==> src/rtl/gen_pkg.sv <==
// Shared types and helpers for generator-protocol stages.
package gen_pkg;

  localparam int WIDTH = 32;

  typedef enum logic [2:0] {
    CALL,
    PULL0,
    PULL,
    EMIT,
    FLUSH,
    DONE
  } chunk_sum_state_t;

  // A stage may move on when its output slot is free or being drained this cycle.
  function automatic logic can_advance(input logic ready, input logic valid);
    return ready || !valid;
  endfunction

endpackage

==> src/rtl/gen_out_reg.sv <==
// Output tuple register of a generator stage: valid drops when the caller
// takes the tuple, and a load sets a fresh tuple and valid together.
module gen_out_reg #(
  parameter int WIDTH = 32
) (
  input  logic                    clk,
  input  logic                    rst,
  input  logic                    ready,
  input  logic                    load,
  input  logic signed [WIDTH-1:0] d0,
  input  logic signed [WIDTH-1:0] d1,
  output logic                    valid,
  output logic signed [WIDTH-1:0] out0,
  output logic signed [WIDTH-1:0] out1
);

  // Tuple register; a load wins over the ready-driven clear.
  always_ff @(posedge clk) begin
    if (rst) begin
      valid <= 1'b0;
      out0  <= '0;
      out1  <= '0;
    end else begin
      if (ready) valid <= 1'b0;
      if (load) begin
        valid <= 1'b1;
        out0  <= d0;
        out1  <= d1;
      end
    end
  end

endmodule

==> src/rtl/chunk_sum.sv <==
// Chunked sum stage: consumes the upstream value stream and yields
// (sum, count) for every k values, plus a final partial chunk if any remain.
module chunk_sum #(
  parameter int WIDTH = gen_pkg::WIDTH
) (
  input  logic                    _clock,
  input  logic                    _reset,
  input  logic                    _start,
  input  logic signed [WIDTH-1:0] n,
  input  logic signed [WIDTH-1:0] k,
  input  logic                    _ready,
  output logic                    _valid,
  output logic                    _done,
  output logic signed [WIDTH-1:0] _out0,
  output logic signed [WIDTH-1:0] _out1,
  output logic signed [WIDTH-1:0] _up_n,
  output logic                    _up_start,
  output logic                    _up_ready,
  input  logic                    _up_valid,
  input  logic                    _up_done,
  input  logic signed [WIDTH-1:0] _up_out0
);
  import gen_pkg::*;

  localparam logic [WIDTH-1:0] ONE = {{(WIDTH-1){1'b0}}, 1'b1};

  chunk_sum_state_t       state, state_d;
  logic signed [WIDTH-1:0] acc, acc_d;
  logic signed [WIDTH-1:0] cnt, cnt_d;
  logic signed [WIDTH-1:0] n_reg, n_d;
  logic signed [WIDTH-1:0] k_reg, k_d;
  logic                    up_start_r, up_start_d;
  logic                    up_ready_r, up_ready_d;
  logic                    load;
  logic                    accept;
  logic signed [WIDTH-1:0] cnt_inc;
  logic                    out_rst;

  assign accept    = _up_valid && up_ready_r;
  assign cnt_inc   = cnt + ONE;
  assign out_rst   = _reset && !_start;
  assign _up_n     = n_reg;
  assign _up_start = up_start_r;
  assign _up_ready = up_ready_r;
  assign _done     = (state == DONE);

  // Next-state and datapath updates; everything holds while the output stalls.
  always_comb begin
    state_d    = state;
    acc_d      = acc;
    cnt_d      = cnt;
    n_d        = n_reg;
    k_d        = k_reg;
    up_start_d = up_start_r;
    up_ready_d = up_ready_r;
    load       = 1'b0;
    if (_start) begin
      n_d        = n;
      k_d        = (k[WIDTH-1] || k == '0) ? ONE : k;
      acc_d      = '0;
      cnt_d      = '0;
      up_start_d = 1'b0;
      up_ready_d = 1'b0;
      state_d    = CALL;
    end else if (can_advance(_ready, _valid)) begin
      case (state)
        CALL: begin
          up_start_d = 1'b1;
          up_ready_d = 1'b0;
          state_d    = PULL0;
        end
        PULL0, PULL: begin
          up_start_d = 1'b0;
          up_ready_d = 1'b1;
          state_d    = PULL;
          if (accept) begin
            acc_d      = acc + _up_out0;
            cnt_d      = cnt_inc;
            up_ready_d = 1'b0;
            if (cnt_inc == k_reg) state_d = EMIT;
          end else if (state == PULL && _up_done) begin
            // upstream done is stale right after its start, so PULL0 ignores it
            state_d = FLUSH;
          end
        end
        EMIT: begin
          load    = 1'b1;
          acc_d   = '0;
          cnt_d   = '0;
          state_d = PULL;
        end
        FLUSH: begin
          load       = !cnt[WIDTH-1] && cnt != '0;
          acc_d      = '0;
          cnt_d      = '0;
          up_ready_d = 1'b0;
          state_d    = DONE;
        end
        DONE: begin
          up_ready_d = 1'b0;
        end
        default: state_d = DONE;
      endcase
    end
  end

  // State register; start outranks reset in the same cycle.
  always_ff @(posedge _clock) begin
    if (out_rst) begin
      state      <= DONE;
      acc        <= '0;
      cnt        <= '0;
      up_start_r <= 1'b0;
      up_ready_r <= 1'b0;
    end else begin
      state      <= state_d;
      acc        <= acc_d;
      cnt        <= cnt_d;
      n_reg      <= n_d;
      k_reg      <= k_d;
      up_start_r <= up_start_d;
      up_ready_r <= up_ready_d;
    end
  end

  gen_out_reg #(.WIDTH(WIDTH)) u_out (
    .clk   (_clock),
    .rst   (out_rst),
    .ready (_ready),
    .load  (load),
    .d0    (acc),
    .d1    (cnt),
    .valid (_valid),
    .out0  (_out0),
    .out1  (_out1)
  );

endmodule

==> config.mk <==
export PLATFORM = sky130hd
export DESIGN_NAME = chunk_sum
export DESIGN_NICKNAME = d
export VERILOG_FILES = /design/src/rtl/gen_pkg.sv /design/src/rtl/gen_out_reg.sv /design/src/rtl/chunk_sum.sv
export SDC_FILE = /design/constraint.sdc
export NUM_CORES = 1
export LEC_CHECK = 0
export CAP_MARGIN = 10
export CORE_MARGIN = 2
export CORE_UTILIZATION = 56
export DETAILED_ROUTE_END_ITERATION = 7
export PLACE_DENSITY = 0.95
export SYNTH_ARGS = -nofsm -noshare
export SYNTH_HDL_FRONTEND = slang
export SYNTH_SLANG_ARGS = --single-unit
==> constraint.sdc <==
create_clock -name _clock -period 5.35 [get_ports _clock]
set_input_delay 1.605 -clock _clock [delete_from_list [all_inputs] [get_ports _clock]]
set_output_delay 1.605 -clock _clock [all_outputs]
set_load 0.02 [all_outputs]
==> run_results.csv, run 1 <==
group,metric,value,unit
run_status,outcome,"completed",
placed_design,placement.io_buffers,201,
power_and_ir_drop,p_total,3.24,mW
clock_network,cts-htree-levels,4,
grt,gr-usage-met3,5.59,%
timing,minimum_period_implied_by_the_final_worst_setup_slack,4130,ps
grt,groute.layer.met2.usage,48.1,%
power_and_ir_drop,max-vdd-ir-drop,0.234,mV
power_and_ir_drop,power_density_cells,252,mW/mm^2
floorplan,core_area,0.0179,sq mm
timing,final_hold_viol_count,0,
timing,final.setup_skew,15.1,ps
synth,synth_warnings,0,
worst_setup_path,critical_path.startpoint_type,"input pin",
finish,area.growth.synth_to_final,26.2,%
grt,busiest_layer,"met2",
floorplan,ios,202,
timing,worst_slew_pin_slew,986,ps
clock_network,post_cts.repair.setup_buffers,0,
clock_network,clock_latency,440,ps
timing,post-route-period-util,77.2,%
placed_design,place_worst_setup_slack,943,ps
placed_design,detailedPlacementHpwl,19000,microns
clock_network,numClockSinks,198,
worst_setup_path,critical_path.n_buffers_inverters,1,
grt,global_route_wire_length_before_repair,43800,microns
floorplan,die_w,139,microns
synth,ys_dominant_reg_cell,"dfxtp_1",
synth,synth.avg_cell_area,9.33,sq um
worst_setup_path,worstPathArrival,4500,ps
timing,fin_ws,1220,ps
grt,first_global_vias,8820,
detailed_routing,drt_pre_antenna_iters,8,
synth,syn-instance-count,1090,
floorplan,die-area,0.0193,sq mm
floorplan,height_of_the_chip,139,microns
timing,fin_worst_hold_slack,487,ps
detailed_routing,wirelength,26800,microns
timing,finalMaxSlewViolations,0,
worst_setup_path,criticalPathCategory,"in2reg",
grt,global_route.overflow_total,0,
synth,synthArstFlopShare,0,%
timing,grt_setup_unrepaired,"no",
worst_hold_path,worst_hold_path_type,"reg2reg",
worst_setup_path,worst_path_largest_cell_delay,580,ps
power_and_ir_drop,p_leak,4.64,nW
worst_setup_path,timing.critical_path.to_type,"flip-flop",
worst_setup_path,cp_cell_sequence,"clkdlybuf4s50_1 > ha_1 > nand2_1 > nor4_1 > o211ai_1 > nand3_1 > a21oi_1 > or4_1 > a31oi_1 > a2bb2oi_1",
clock_network,holdBufCountCts,0,
clock_network,cts_inserted_buffers,17,
worst_setup_path,critical_path_cell_count,10,
finish,finish.net_count,1383,
worst_hold_path,min_delay_path_depth,2,
timing,setup_total_negative_slack,0,ps
finish,final_core_utilization,71.7,%
clock_network,cts_buffer_depth,2,
clock_network,clock_tree_from_tritoncts,"built",
detailed_routing,drc,0,
worst_setup_path,path_max_fanout,4,
floorplan,placementRows,49,
finish,final_layout_size_suffix_gt1_share,4.60,%
synth,synth.yosys.seq_area_share,45.3,%
worst_setup_path,crit_family,"simple AND/OR/NAND/NOR gates",
detailed_routing,post_drt_wl_per_cell,18.0,microns
synth,yosys_register_bits,198,
synth,mappedNetlistArea,0.0102,sq mm
detailed_routing,via_per_inst,6.02,
grt,globalRouteTotalUtil,27.6,%
clock_network,cts_root_buf,"clkbuf_16",
grt,gr_util_met1,33.4,%
run,maxCapViolations,0,
worst_setup_path,reg2regPathDepth,9,
synth,synth_enable_flop_cells,64,
timing,max_clock_freq,242,MHz
synth,ys_types,71,
detailed_routing,detailed_route_via_count,8959,
worst_setup_path,critPathSlowestCell,"nor4_1",
placed_design,place.gp.congestion,0.923,
timing,slew_headroom,32.6,%
worst_setup_path,critical_path_required,5720,ps
finish,number_of_diodes,0,
clock_network,cts-resized-gates,0,
grt,antenna_violations_before_repair,0,
timing,setup_viol_count_final,0,
synth,mappedNetlistNets,1226,
grt,grt_max_degree,64,
detailed_routing,drt_first_iter_violations,946,
detailed_routing,ant_nets,0,
clock_network,path_clk_slew,80,ps
floorplan,start_util,56.8,%
[final cells by class]
| type | instances | area (sq um) |
|---|---|---|
| multi-input cells | 800 | 5190 |
| fillers | 1251 | 5060 |
| flip-flops and latches | 198 | 4600 |
| repair buffers | 212 | 2090 |
| clock buffers | 17 | 425 |
| well taps | 229 | 287 |
| clock inverters | 15 | 171 |
| inverters | 18 | 67.6 |
[per-stage QoR]
| step | cell area, sq um | std cells |
|---|---|---|
| global route | 12800 | 1489 |
| finish | 12800 | 1489 |
| detailed placement | 12200 | 1456 |
| floorplan | 10200 | 1090 |
| global placement | 12200 | 1456 |
| CTS | 12800 | 1488 |
[placed cells by master (no fill, tap or decap), types with 8 or more instances in the layout]
cell and n:
xnor2_1 51, and3_1 9, and2_1 37, a22oi_1 13
clkdlybuf4s50_1 200, edfxtp_1 64, dfxtp_1 134, a21o_1 17
inv_1 18, nor2_1 141, or3_1 18, a21oi_1 81
buf_4 10, nor4_1 19, nand4_1 24, xor2_1 23
nand3_1 21, ha_1 33, mux2i_1 68, nand2_1 62
clkbuf_16 17, nor3_1 8, o21ai_0 66
[worst min-delay path: stages (launching register included)]
cell and delay, ps:
dfxtp_1 330, nand2_1 50, o21ai_0 60
[where the power goes]
part | internal (mW) | switching (mW) | total [mW]
sequential | 1.60 | 0.0263 | 1.62
combinational | 0.163 | 0.162 | 0.326
clock | 0.632 | 0.657 | 1.29
[path summary, 6_finish.rpt]
check | from | end | slack [ps]
min reg2reg | acc[25] | acc[25] | 490
max | _up_out0[5] | acc[31] | 1220
max reg2reg | cnt[0] | state[0] | 1710
min | acc[25] | acc[25] | 490
[metal layers]
layer,vias to the layer above,part of all wire (%)
met4,0,3.1
met1,4188,39
met5,-,0
li1,4224,-
met3,77,7.6
met2,470,50
[Yosys cell counts, types with 4 or more instances]
library cell	count	area [sq um]
and2_1	37	231
or4_1	4	30.0
buf_4	4	30.0
nand3b_1	6	45.0
o21ai_0	66	330
nor3_1	9	45.0
nand4_1	24	150
a21o_1	17	128
nor3b_1	6	45.0
a21oi_1	81	405
a32o_1	4	40.0
nor4_1	20	125
mux2i_1	68	681
nor2_1	141	529
a22oi_1	13	97.6
nand2b_1	7	43.8
o21a_1	4	30.0
a31oi_1	7	43.8
edfxtp_1	64	1920
or3_1	18	113
nor2b_1	4	25.0
and4_1	7	61.3
clkbuf_1	43	161
and3_1	9	56.3
xnor2_1	51	447
nand3_1	21	105
inv_1	18	67.6
nand2_1	62	233
a211oi_1	4	30.0
buf_2	24	120
ha_1	33	413
dfxtp_1	134	2680
xor2_1	23	201
[cell families after synthesis]
family | Yosys count | synth area share [%]
adders and majority gates | 35 | 4.35
buffers and inverters | 92 | 3.87
muxes | 69 | 6.80
and+or+nand+nor | 387 | 19.2
AOI/OAI and AO/OA | 234 | 14.1
other | 1 | 0.0369
DFF | 198 | 45.3
xor gates and xnor gates | 74 | 6.37
Power figures use the tool's default switching activity.
==> run 2, diff against run 1 <==
--- a/config.mk
+++ b/config.mk
@@ -7,9 +7,9 @@
 export LEC_CHECK = 0
 export CAP_MARGIN = 10
 export CORE_MARGIN = 2
-export CORE_UTILIZATION = 56
+export CORE_UTILIZATION = 52
 export DETAILED_ROUTE_END_ITERATION = 7
-export PLACE_DENSITY = 0.95
+export PLACE_DENSITY = 0.92
 export SYNTH_ARGS = -nofsm -noshare
 export SYNTH_HDL_FRONTEND = slang
 export SYNTH_SLANG_ARGS = --single-unit
==> constraint.sdc (replaced) <==
create_clock -name _clock -period 4 [get_ports _clock]
set_input_delay 1.2 -clock _clock [delete_from_list [all_inputs] [get_ports _clock]]
set_output_delay 1.2 -clock _clock [all_outputs]
set_load 0.02 [all_outputs]
==> run 2 against run 1 <==
Against the previous run:
- cell area increased by 0.85%
- count of clock-buffer cells in the layout up 2
- highest routed layer unchanged
- combinational power up 34%
- power is 35% higher
- largest cell class unchanged
- setup slack worse by 810 ps
- critical path depth up 1
- non-clock buffer count rose by 7
- core utilization is 4.8 points lower
- first-iteration DRC count is 33% lower
==> run_results.csv, run 2 (same netlist as run 1, synthesis figures left out) <==
group,metric,value,unit
worst_setup_path,worst_path_largest_cell_delay,430,ps
timing,final.setup_skew,11.3,ps
detailed_routing,ant_nets,0,
timing,worst_slew_pin_slew,789,ps
worst_setup_path,critical_path.n_buffers_inverters,1,
detailed_routing,detailed_route_via_count,8873,
floorplan,die-area,0.0207,sq mm
grt,global_route.overflow_total,0,
worst_setup_path,worst_path_most_repeated_cell,"a21oi_1",
clock_network,cts-resized-gates,0,
detailed_routing,drc,0,
placed_design,detailedPlacementHpwl,19000,microns
timing,max_clock_freq,279,MHz
timing,grt_setup_unrepaired,"no",
timing,slew_headroom,47.1,%
clock_network,path_clk_slew,80,ps
worst_setup_path,critical_path.startpoint_type,"input pin",
clock_network,holdBufCountCts,0,
power_and_ir_drop,max-vdd-ir-drop,0.317,mV
clock_network,clock_latency,430,ps
worst_setup_path,critical_path_cell_count,11,
timing,fin_ws,414,ps
run,maxCapViolations,0,
finish,finish.net_count,1390,
clock_network,cts-htree-levels,4,
worst_setup_path,worstPathArrival,3910,ps
grt,antenna_violations_before_repair,0,
power_and_ir_drop,p_total,4.37,mW
worst_setup_path,cp_cell_sequence,"clkdlybuf4s50_1 > ha_1 > fa_1 > a21oi_1 > o211ai_1 > nand4_1 > and2_1 > a21oi_1 > o211a_1 > or3_1 > a32o_1",
finish,area.growth.synth_to_final,27.3,%
timing,setup_total_negative_slack,0,ps
timing,minimum_period_implied_by_the_final_worst_setup_slack,3590,ps
floorplan,start_util,52.6,%
grt,global_route_wire_length_before_repair,41600,microns
clock_network,cts_buffer_depth,2,
worst_setup_path,timing.critical_path.to_type,"flip-flop",
timing,post-route-period-util,89.7,%
worst_setup_path,crit_family,"compound AO/OA/AOI/OAI gates",
clock_network,numClockSinks,198,
finish,final_core_utilization,67.0,%
grt,globalRouteTotalUtil,25.3,%
placed_design,placement.io_buffers,201,
floorplan,placementRows,51,
grt,first_global_vias,8516,
run_status,outcome,"completed",
worst_setup_path,path_max_fanout,3,
finish,final_common_cell,"clkdlybuf4s50_1",
timing,finalMaxSlewViolations,0,
floorplan,die_w,144,microns
placed_design,place.gp.congestion,0.922,
power_and_ir_drop,power_density_cells,337,mW/mm^2
worst_hold_path,min_delay_path_depth,2,
floorplan,core_area,0.0193,sq mm
detailed_routing,drt_first_iter_violations,632,
detailed_routing,drt_pre_antenna_iters,5,
finish,number_of_diodes,0,
detailed_routing,post_drt_wl_per_cell,17.1,microns
timing,setup_viol_count_final,0,
worst_setup_path,critPathSlowestCell,"fa_1",
floorplan,height_of_the_chip,144,microns
worst_setup_path,reg2regPathDepth,9,
detailed_routing,wirelength,26200,microns
worst_setup_path,critical_path_required,4330,ps
grt,grt_max_degree,64,
power_and_ir_drop,p_leak,4.68,nW
finish,finish.instance_area,0.0130,sq mm
placed_design,placement.cell_area,0.0123,sq mm
clock_network,cts_inserted_buffers,17,
finish,final_layout_size_suffix_gt1_share,5.05,%
worst_hold_path,worst_hold_path_type,"reg2reg",
clock_network,clock_tree_from_tritoncts,"built",
detailed_routing,via_per_inst,5.79,
floorplan,ios,202,
timing,final_hold_viol_count,0,
placed_design,place_worst_setup_slack,-6.86,ps
clock_network,cts_root_buf,"clkbuf_16",
worst_setup_path,criticalPathCategory,"in2reg",
finish,layout_common_cells,"200 x clkdlybuf4s50_1, 141 x nor2_1, 134 x dfxtp_1",
clock_network,post_cts.repair.setup_buffers,0,
run 2: cell count changes in the layout (fill, tap and decap cells not counted), moves of 2 or more:
cell	previous run	this run
buf_4	10	17
inv_6	1	5
inv_8	6	4
clkinv_8	4	0
run 2: layout make-up:
cell class	count	area (sq um)
Clock buffer	19	454
Clock inverter	13	145
Fill cell	1485	6380
Inverter	18	67.6
Multi-Input combinational cell	800	5190
Sequential cell	198	4600
Tap cell	265	332
Timing Repair Buffer	219	2150
run 2: final timing paths:
| check | to | slack, ps | startpoint |
|---|---|---|---|
| min reg2reg | acc[23] | 490 | acc[23] |
| min | acc[23] | 490 | acc[23] |
| max | acc[24] | 410 | _up_out0[0] |
| max reg2reg | state[0] | 770 | cnt[0] |
run 2: worst min-delay path, delay by kind of cell (launching register included):
family,cells,cell delay [ps]
DFF,1,330
AOI/OAI and AO/OA,1,60
and+or+nand+nor,1,50
run 2: power breakdown:
part           internal, mW  leakage (nW)  switching [mW]  total (mW)
combinational         0.221          2.68           0.216       0.437
clock                 0.929         0.296           0.831        1.76
sequential             2.14          1.70          0.0333        2.17
total                  3.28          4.68            1.08        4.37
run 2: metal layers:
metal	track usage [%]	up-vias	routed length [microns]
met5	0	-	0
met4	7.43	0	537
met3	6.36	57	2150
met2	44.8	392	13100
met1	30.2	4175	10500
li1	-	4249	-
run 2: through the flow:
step / hold slack (ps) / cells
6_report: 485 / 1532
5_1_grt: 517 / 1532
4_1_cts: 490 / 1531
3_5_place_dp: 480 / 1499
3_3_place_gp: 465 / 1499
2_1_floorplan: 448 / 1090
